[config.mk]
export PLATFORM = sky130hd
export DESIGN_NAME = seq_detect_prog_flat
export DESIGN_NICKNAME = d
export VERILOG_FILES = /design/src/rtl/seq_detect_prog_if.sv /design/src/rtl/seq_detect_prog.sv /design/src/flat_wrapper.sv
export SDC_FILE = /design/constraint.sdc
export NUM_CORES = 1
export LEC_CHECK = 0
export CORE_MARGIN = 1.5
export CORE_UTILIZATION = 52
export CTS_CLUSTER_DIAMETER = 120
export CTS_CLUSTER_SIZE = 24
export DETAILED_ROUTE_END_ITERATION = 12
export MAX_ROUTING_LAYER = met4
export PLACE_DENSITY = 0.79
export RECOVER_POWER = 25
export SLEW_MARGIN = 5
export SYNTH_ARGS = -nofsm -noshare
export SYNTH_HDL_FRONTEND = slang
export SYNTH_SLANG_ARGS = --single-unit
[constraint.sdc]
create_clock -name clk -period 3.25 [get_ports clk]
set_input_delay 0.4875 -clock clk [delete_from_list [all_inputs] [get_ports clk]]
set_output_delay 0.4875 -clock clk [all_outputs]
set_load 0.02 [all_outputs]
[src/rtl/seq_detect_prog_if.sv]
// Bus bundle for the programmable serial pattern detector: stream, config, counter control and results.
interface seq_detect_prog_if #(
    parameter int unsigned MAX_LEN = 8,
    parameter int unsigned LEN_W   = $clog2(MAX_LEN + 1),
    parameter int unsigned CNT_W   = 16
);
    logic               din;
    logic               din_valid;
    logic               cfg_load;
    logic [MAX_LEN-1:0] cfg_pattern;
    logic [LEN_W-1:0]   cfg_len;
    logic               cfg_overlap;
    logic               cnt_clr;
    logic               match;
    logic [CNT_W-1:0]   match_cnt;

    modport master (
        output din, din_valid, cfg_load, cfg_pattern, cfg_len, cfg_overlap, cnt_clr,
        input  match, match_cnt
    );

    modport slave (
        input  din, din_valid, cfg_load, cfg_pattern, cfg_len, cfg_overlap, cnt_clr,
        output match, match_cnt
    );
endinterface

[src/rtl/seq_detect_prog.sv]
// Runtime-programmable serial pattern detector with overlap/restart modes,
// registered one-cycle match pulse and saturating match counter.
module seq_detect_prog #(
    parameter int unsigned        MAX_LEN     = 8,
    parameter int unsigned        LEN_W       = $clog2(MAX_LEN + 1),
    parameter int unsigned        CNT_W       = 16,
    parameter logic [MAX_LEN-1:0] DEF_PATTERN = MAX_LEN'(4'b1011),
    parameter int unsigned        DEF_LEN     = 4,
    parameter bit                 DEF_OVERLAP = 1'b1
) (
    input  logic               clk,
    input  logic               rst,
    seq_detect_prog_if.slave   bus
);

    localparam logic [LEN_W-1:0] MAX_LEN_L = LEN_W'(MAX_LEN);

    logic [MAX_LEN-1:0] pattern_q, pattern_d;
    logic [LEN_W-1:0]   len_q, len_d;
    logic               overlap_q, overlap_d;
    // Only the MAX_LEN-1 older bits are stored; the incoming bit completes the window.
    logic [MAX_LEN-2:0] hist_q, hist_d;
    logic [LEN_W-1:0]   fill_q, fill_d;
    logic               match_q, match_d;
    logic [CNT_W-1:0]   cnt_q, cnt_d;

    logic [MAX_LEN-1:0] mask;
    logic [MAX_LEN-1:0] hist_shift;
    logic [LEN_W-1:0]   fill_inc;
    logic [LEN_W-1:0]   cfg_len_clamp;
    logic               sample;
    logic               hit;

    // Compare mask covering the low len bits of the window.
    always_comb begin
        mask = '0;
        for (int i = 0; i < MAX_LEN; i++) begin
            mask[i] = (i < int'(len_q));
        end
    end

    always_comb begin
        sample        = bus.din_valid && !bus.cfg_load;
        hist_shift    = {hist_q, bus.din};
        fill_inc      = (fill_q >= MAX_LEN_L) ? MAX_LEN_L : fill_q + LEN_W'(1);
        cfg_len_clamp = (bus.cfg_len > MAX_LEN_L) ? MAX_LEN_L : bus.cfg_len;
        hit           = sample && (len_q != '0) && (fill_inc >= len_q) &&
                        (((hist_shift ^ pattern_q) & mask) == '0);

        pattern_d = pattern_q;
        len_d     = len_q;
        overlap_d = overlap_q;
        hist_d    = hist_q;
        fill_d    = fill_q;
        match_d   = hit;
        cnt_d     = cnt_q;

        // A load wins over a coincident data bit and flushes all history.
        if (bus.cfg_load) begin
            pattern_d = bus.cfg_pattern;
            len_d     = cfg_len_clamp;
            overlap_d = bus.cfg_overlap;
            hist_d    = '0;
            fill_d    = '0;
        end else if (bus.din_valid) begin
            hist_d = hist_shift[MAX_LEN-2:0];
            fill_d = (hit && !overlap_q) ? '0 : fill_inc;
        end

        if (bus.cnt_clr) begin
            cnt_d = CNT_W'(hit);
        end else if (hit && (cnt_q != {CNT_W{1'b1}})) begin
            cnt_d = cnt_q + CNT_W'(1);
        end
    end

    always_ff @(posedge clk) begin
        if (!rst) begin
            pattern_q <= DEF_PATTERN;
            len_q     <= LEN_W'(DEF_LEN);
            overlap_q <= DEF_OVERLAP;
            hist_q    <= '0;
            fill_q    <= '0;
            match_q   <= 1'b0;
            cnt_q     <= '0;
        end else begin
            pattern_q <= pattern_d;
            len_q     <= len_d;
            overlap_q <= overlap_d;
            hist_q    <= hist_d;
            fill_q    <= fill_d;
            match_q   <= match_d;
            cnt_q     <= cnt_d;
        end
    end

    assign bus.match     = match_q;
    assign bus.match_cnt = cnt_q;

endmodule

[src/flat_wrapper.sv]
// flat-port wrapper written by rule: the top's interface ports become plain ports
module seq_detect_prog_flat 
#(
    parameter int unsigned        MAX_LEN     = 8,
    parameter int unsigned        LEN_W       = $clog2(MAX_LEN + 1),
    parameter int unsigned        CNT_W       = 16,
    parameter logic [MAX_LEN-1:0] DEF_PATTERN = MAX_LEN'(4'b1011),
    parameter int unsigned        DEF_LEN     = 4,
    parameter bit                 DEF_OVERLAP = 1'b1
)
  (clk, rst, bus_din, bus_din_valid, bus_cfg_load, bus_cfg_pattern, bus_cfg_len, bus_cfg_overlap, bus_cnt_clr, bus_match, bus_match_cnt);
  seq_detect_prog_if #(.MAX_LEN(MAX_LEN), .LEN_W(LEN_W), .CNT_W(CNT_W)) bus_i ();
  input  logic clk;
  input  logic rst;
  input wire logic [$bits(bus_i.din)-1:0] bus_din;
  input wire logic [$bits(bus_i.din_valid)-1:0] bus_din_valid;
  input wire logic [$bits(bus_i.cfg_load)-1:0] bus_cfg_load;
  input wire logic [$bits(bus_i.cfg_pattern)-1:0] bus_cfg_pattern;
  input wire logic [$bits(bus_i.cfg_len)-1:0] bus_cfg_len;
  input wire logic [$bits(bus_i.cfg_overlap)-1:0] bus_cfg_overlap;
  input wire logic [$bits(bus_i.cnt_clr)-1:0] bus_cnt_clr;
  output wire logic [$bits(bus_i.match)-1:0] bus_match;
  output wire logic [$bits(bus_i.match_cnt)-1:0] bus_match_cnt;
  assign bus_i.din = bus_din;
  assign bus_i.din_valid = bus_din_valid;
  assign bus_i.cfg_load = bus_cfg_load;
  assign bus_i.cfg_pattern = bus_cfg_pattern;
  assign bus_i.cfg_len = bus_cfg_len;
  assign bus_i.cfg_overlap = bus_cfg_overlap;
  assign bus_i.cnt_clr = bus_cnt_clr;
  assign bus_match = bus_i.match;
  assign bus_match_cnt = bus_i.match_cnt;
  seq_detect_prog #(.MAX_LEN(MAX_LEN), .LEN_W(LEN_W), .CNT_W(CNT_W), .DEF_PATTERN(DEF_PATTERN), .DEF_LEN(DEF_LEN), .DEF_OVERLAP(DEF_OVERLAP)) u_core (.clk(clk), .rst(rst), .bus(bus_i));
endmodule
-- Word-level counts from Yosys, hierarchy flattened
Cells that the tools add are included.
- add/sub/neg operators: 2
- magnitude comparators: 11
- equal/unequal tests: 1
- mux-type cells: 5
- bitwise logic cells: 3
- reduce and logical (&&, ||, !) cells: 13
- operators with widths (operator ; count):
    16-bit by 1-bit adder with 16-bit output (second input constant) ; 1
    3-bit by 4-bit < comparator with 1-bit output (first input constant) ; 4
    16-bit inequality test (second input constant) ; 1
    4-bit 2-to-1 mux ; 3
    8-bit bitwise AND ; 1
    8-bit zero test ; 1
    1-bit by 4-bit < comparator with 1-bit output (first input constant) ; 2
    2-bit by 4-bit < comparator with 1-bit output (first input constant) ; 2
    8-bit bitwise XOR ; 1
    1-bit logical AND ; 6
    4-bit by 1-bit adder with 4-bit output (second input constant) ; 1
    4-bit greater-or-equal comparator ; 1
    4-bit greater-or-equal comparator (second input constant) ; 1
    4-bit > comparator (second input constant) ; 1
    4-bit nonzero test ; 1
    2-bit OR reduction ; 2
    1-bit zero test ; 2
    1-bit 2-to-1 mux ; 2
    2-bit nonzero test ; 1
    1-bit NOT ; 1
- register bits: 41
- input port bits: 19
- output and inout port bits: 17
- logic and storage cells: 43

-- Logic depth before layout (Yosys ltp)
- depth in word-level cells: 8
- gate-level depth with buffers: 10
- gate-level depth less buffers: 9

-- Worst setup path before layout
No wires, ideal clock.
- path type: register -> register
- start point: register u_core.fill_q[0]
- end point: register u_core.cnt_q[14] (netlist: u_core.bus.match_cnt[14])
- library setup time: 0.071 ns
- arrival: 2.553 ns
- required time: 3.179 ns
- slack: 0.627 ns
- stages on the path, launching flop included: 11
- path buffers: 1
- period minus slack after synthesis: 2.623 ns
- cells stage by stage: dfxtp_1 -> inv_1 -> ha_1 -> nor2b_1 -> ha_1 -> o21ai_0 -> a221o_1 -> or3_1 -> buf_2 -> or4_1 -> a21oi_1
- longest elaborated chain between the ends: 6
- elaborated cells between the ends (all ways): 7
- those cells by class: add/sub (1); order compare (2); mux (1); reduce/logical (3)
- RTL lines (item ; line ; source):
    start: declaration ; seq_detect_prog.sv:23 ; logic [LEN_W-1:0] fill_q, fill_d;
    start signal: assignment ; seq_detect_prog.sv:91 ; fill_q <= fill_d;
    4-bit by 1-bit adder with 4-bit output / 4-bit greater-or-equal comparator (equally long branches) ; seq_detect_prog.sv:45 ; fill_inc = (fill_q >= MAX_LEN_L) ? MAX_LEN_L : fill_q + LEN_W'(1);
    4-bit 2-to-1 mux * ; seq_detect_prog.sv:45 ;
    4-bit greater-or-equal comparator * ; seq_detect_prog.sv:47 ; hit = sample && (len_q != '0) && (fill_inc >= len_q) &&
    1-bit logical AND * (2 in series) ; seq_detect_prog.sv:47 ;
    1-bit logical AND * ; seq_detect_prog.sv:72 ; end else if (hit && (cnt_q != {CNT_W{1'b1}})) begin
    end signal: assignment ; seq_detect_prog.sv:93 ; cnt_q <= cnt_d;
    end: declaration ; seq_detect_prog.sv:25 ; logic [CNT_W-1:0] cnt_q, cnt_d;
Mark *: on every way between the ends. The rest lies on a longest branch, timed or not.
A chain may end at the register's enable or synchronous reset.

-- Worst setup path after layout
Same ends and word-level chain as after synthesis.

==> impl_metrics.tcl <==
set metrics [dict create \
    status "completed" \
    coreArea_um2 3720 \
    synth_ff_type "dfxtp_1" \
    period_share_pct 85.1 \
    worstSetupEndpointType "flop" \
    vdd_drop_max_mv 0.281 \
    required_ns 3.48 \
    drc 0 \
    yosysWarningCount 0 \
    power_frac_seq_pct 55.7 \
    dieArea_um2 4300 \
    ys_seq_area_share_pct 40.3 \
    power_mw 0.939 \
    worst-path-max-fanout 7 \
    wirelength_um 4200 \
    slew_headroom_pct 31.8 \
    antenna_found_initial 0 \
    synth.distinct_cells 44 \
    holdWs_ns 0.501 \
    synth_seq_cells 41 \
    clock_skew_ns 0.00712 \
    gp_congestion 0.903 \
    drive_gt1_share_pct 7.41 \
    synth_edf_count 0 \
    grt_pass1_vias 1643 \
    synth_top_cell_by_area "dfxtp_1" \
    grt_max_degree 24 \
    hp-class "reg -> reg" \
    num-fill-cells 321 \
    hold_viol_final 0 \
    drt-initial-drc-count 161 \
    cts_setup_buffers 0 \
    cap_violations 0 \
    netlist_area_um2 2040 \
    cts_resized 0 \
    clockBufferDepth 2 \
    placementRows 22 \
    setup_tns_ns 0 \
    hold_buffers 0 \
    grt_overflow 0 \
    wire_per_inst_um 13.2 \
    viasPerCell 5.54 \
    r2r_slack_ns 0.48 \
    cts_buffers 5 \
    power_switching_mw 0.228 \
    combPwrFrac_pct 10.1 \
    p_leak_nw 1.04 \
    yosys-top-cells-area "dfxtp_1 (40%), mux2i_1 (10%), nor2_1 (7.2%)" \
    clk_pin_slew_ns 0.08 \
    tightestPinTransition_ns 1.02 \
    worst_slack_ns 0.483 \
    finalMaxSlewViolations 0 \
    p_clk_share_pct 34.2 \
    grt_pass1_wl_um 7380 \
    ant_nets 0 \
    p_int_mw 0.712 \
    cp_data_arrival_time_ns 2.99 \
    die_w_um 65.6 \
    clock_latency_ns 0.30 \
    die_y_um 65.6 \
    syn_inst 235 \
    num_antenna_cells 0 \
    cts_tree "built" \
    io_buffer_count 35 \
    cts-root-buf "clkbuf_8" \
    io_pins 36 \
    crit_path_start_kind "flop" \
    dp_slack_ns 0.497 \
    setup_viol 0 \
    synth_area_per_cell_um2 8.66 \
    nets 295 \
    numClockSinks 41 \
    cts_max_level 2 \
    synth_top_cell_area_share_pct 40.3 \
    start_util_pct 54.8 \
    period_minus_slack_ns 2.77 \
    fin_cells 318 \
    synth_fp_nets 261 \
    async_flop_share_pct 0 \
    dp_hpwl_um 3070 \
    max_clock_freq_mhz 361 \
    grtUsageTotal_pct 23.2 \
    drtPass1Iterations 4 \
    rsz0062_at_grt "false" \
    powerDensity_nw_per_um2 375 \
    critPathKind "reg -> reg" \
    vias 1761 \
    dp.cells 310 \
    switching_share_pct 24.2 \
    area_growth_pct 22.9 \
]
stage by stage:
stage,util (%),cell area (um2)
floorplan,-,2040
global placement,65.2,2420
detailed placement,65.2,2420
CTS,67.4,2500
global route,67.3,2500
finish,67.3,2500
Yosys cell counts, types with 2 or more instances:
library cell,number
a21oi_1,8
a2bb2oi_1,2
a31o_2,5
a31oi_1,6
a41o_1,5
and3_1,4
clkbuf_1,10
dfxtp_1,41
ha_1,7
inv_1,10
mux2i_1,21
nand2_1,23
nand2b_1,2
nand3_1,4
nand4_1,4
nor2_1,39
nor2b_1,2
nor3_1,4
o32ai_1,3
or2_2,3
or3_1,2
xnor2_1,8
worst paths after layout:
kind,endpoint,cells after the start,startpoint
worst max-delay path,u_core.bus.match_cnt[14],9,u_core.fill_q[0]
worst min-delay path,u_core.overlap_q,2,u_core.overlap_q
worst max register to register,u_core.bus.match_cnt[14],9,u_core.fill_q[0]
worst min register to register,u_core.overlap_q,2,u_core.overlap_q
routing by layer:
| layer | global-route usage, % | wire [um] | vias to the layer above |
|---|---|---|---|
| met5 | - | 0 | - |
| met4 | 10.4 | 108 | 0 |
| met3 | 5.99 | 182 | 11 |
| met2 | 36.7 | 1990 | 43 |
| met1 | 27.8 | 1920 | 800 |
| li1 | - | - | 907 |
kinds of logic (layout without fill, tap and decap cells):
group | count (synthesis) | count (layout) | synth area share [%]
muxes | 21 | 21 | 10.3
AOI/OAI and AO/OA | 41 | 41 | 15.2
and+or+nand+nor | 94 | 94 | 21.5
xor gates and xnor gates | 9 | 9 | 3.87
adders and majority gates | 7 | 7 | 4.30
buffers and inverters | 22 | 57 | 4.49
DFF | 41 | 41 | 40.3
cell type report:
type	instances	area, um2	share of cell area, %
multi-input combinational	172	1120	44.9
sequential	41	821	32.8
timing repair buffer	39	377	15.1
clock buffer	6	72.6	2.90
tap	48	60.1	2.40
inverter	10	37.5	1.50
clock inverter	2	10.0	0.400
worst max-delay path, cell delays in order, from the launching register on:
cell and delay [ns]:
dfxtp_1 0.37, inv_1 0.08, ha_1 0.29, nor2b_1 0.14, ha_1 0.26, o21ai_0 0.06, a221o_1 0.34, or3_1 0.45
or4_1 0.54, a21oi_1 0.15
registers in the layout (all words and copies together), names as in the netlist:
register and count:
u_core.bus.match 1, u_core.hist_q 7, u_core.overlap_q 1, u_core.pattern_q 8, u_core.len_q 4, u_core.bus.match_cnt 16
u_core.fill_q 4
layout by cell type (no fill, tap or decap), drive strengths merged, types with 3 or more instances in the layout:
| cell type | n |
|---|---|
| a41o | 5 |
| a21oi | 8 |
| xnor2 | 8 |
| o32ai | 3 |
| clkdlybuf4s50 | 34 |
| and3 | 4 |
| ha | 7 |
| nor3 | 4 |
| buf | 3 |
| inv | 10 |
| a31o | 5 |
| mux2i | 21 |
| a31oi | 6 |
| clkbuf | 7 |
| nand2 | 23 |
| dfxtp | 41 |
| or2 | 3 |
| nand3 | 4 |
| nor2 | 39 |
| nand4 | 4 |
power by group through the flow:
stage	clock, mW	combinational [mW]	sequential, mW
after floorplan	0	0.0612	0.532
after global placement	0	0.0935	0.535
after detailed placement	0	0.0954	0.535
after CTS	0.330	0.0957	0.523
after global routing	0.350	0.105	0.525
final	0.321	0.0947	0.523
(Power assumes the default switching activity.)
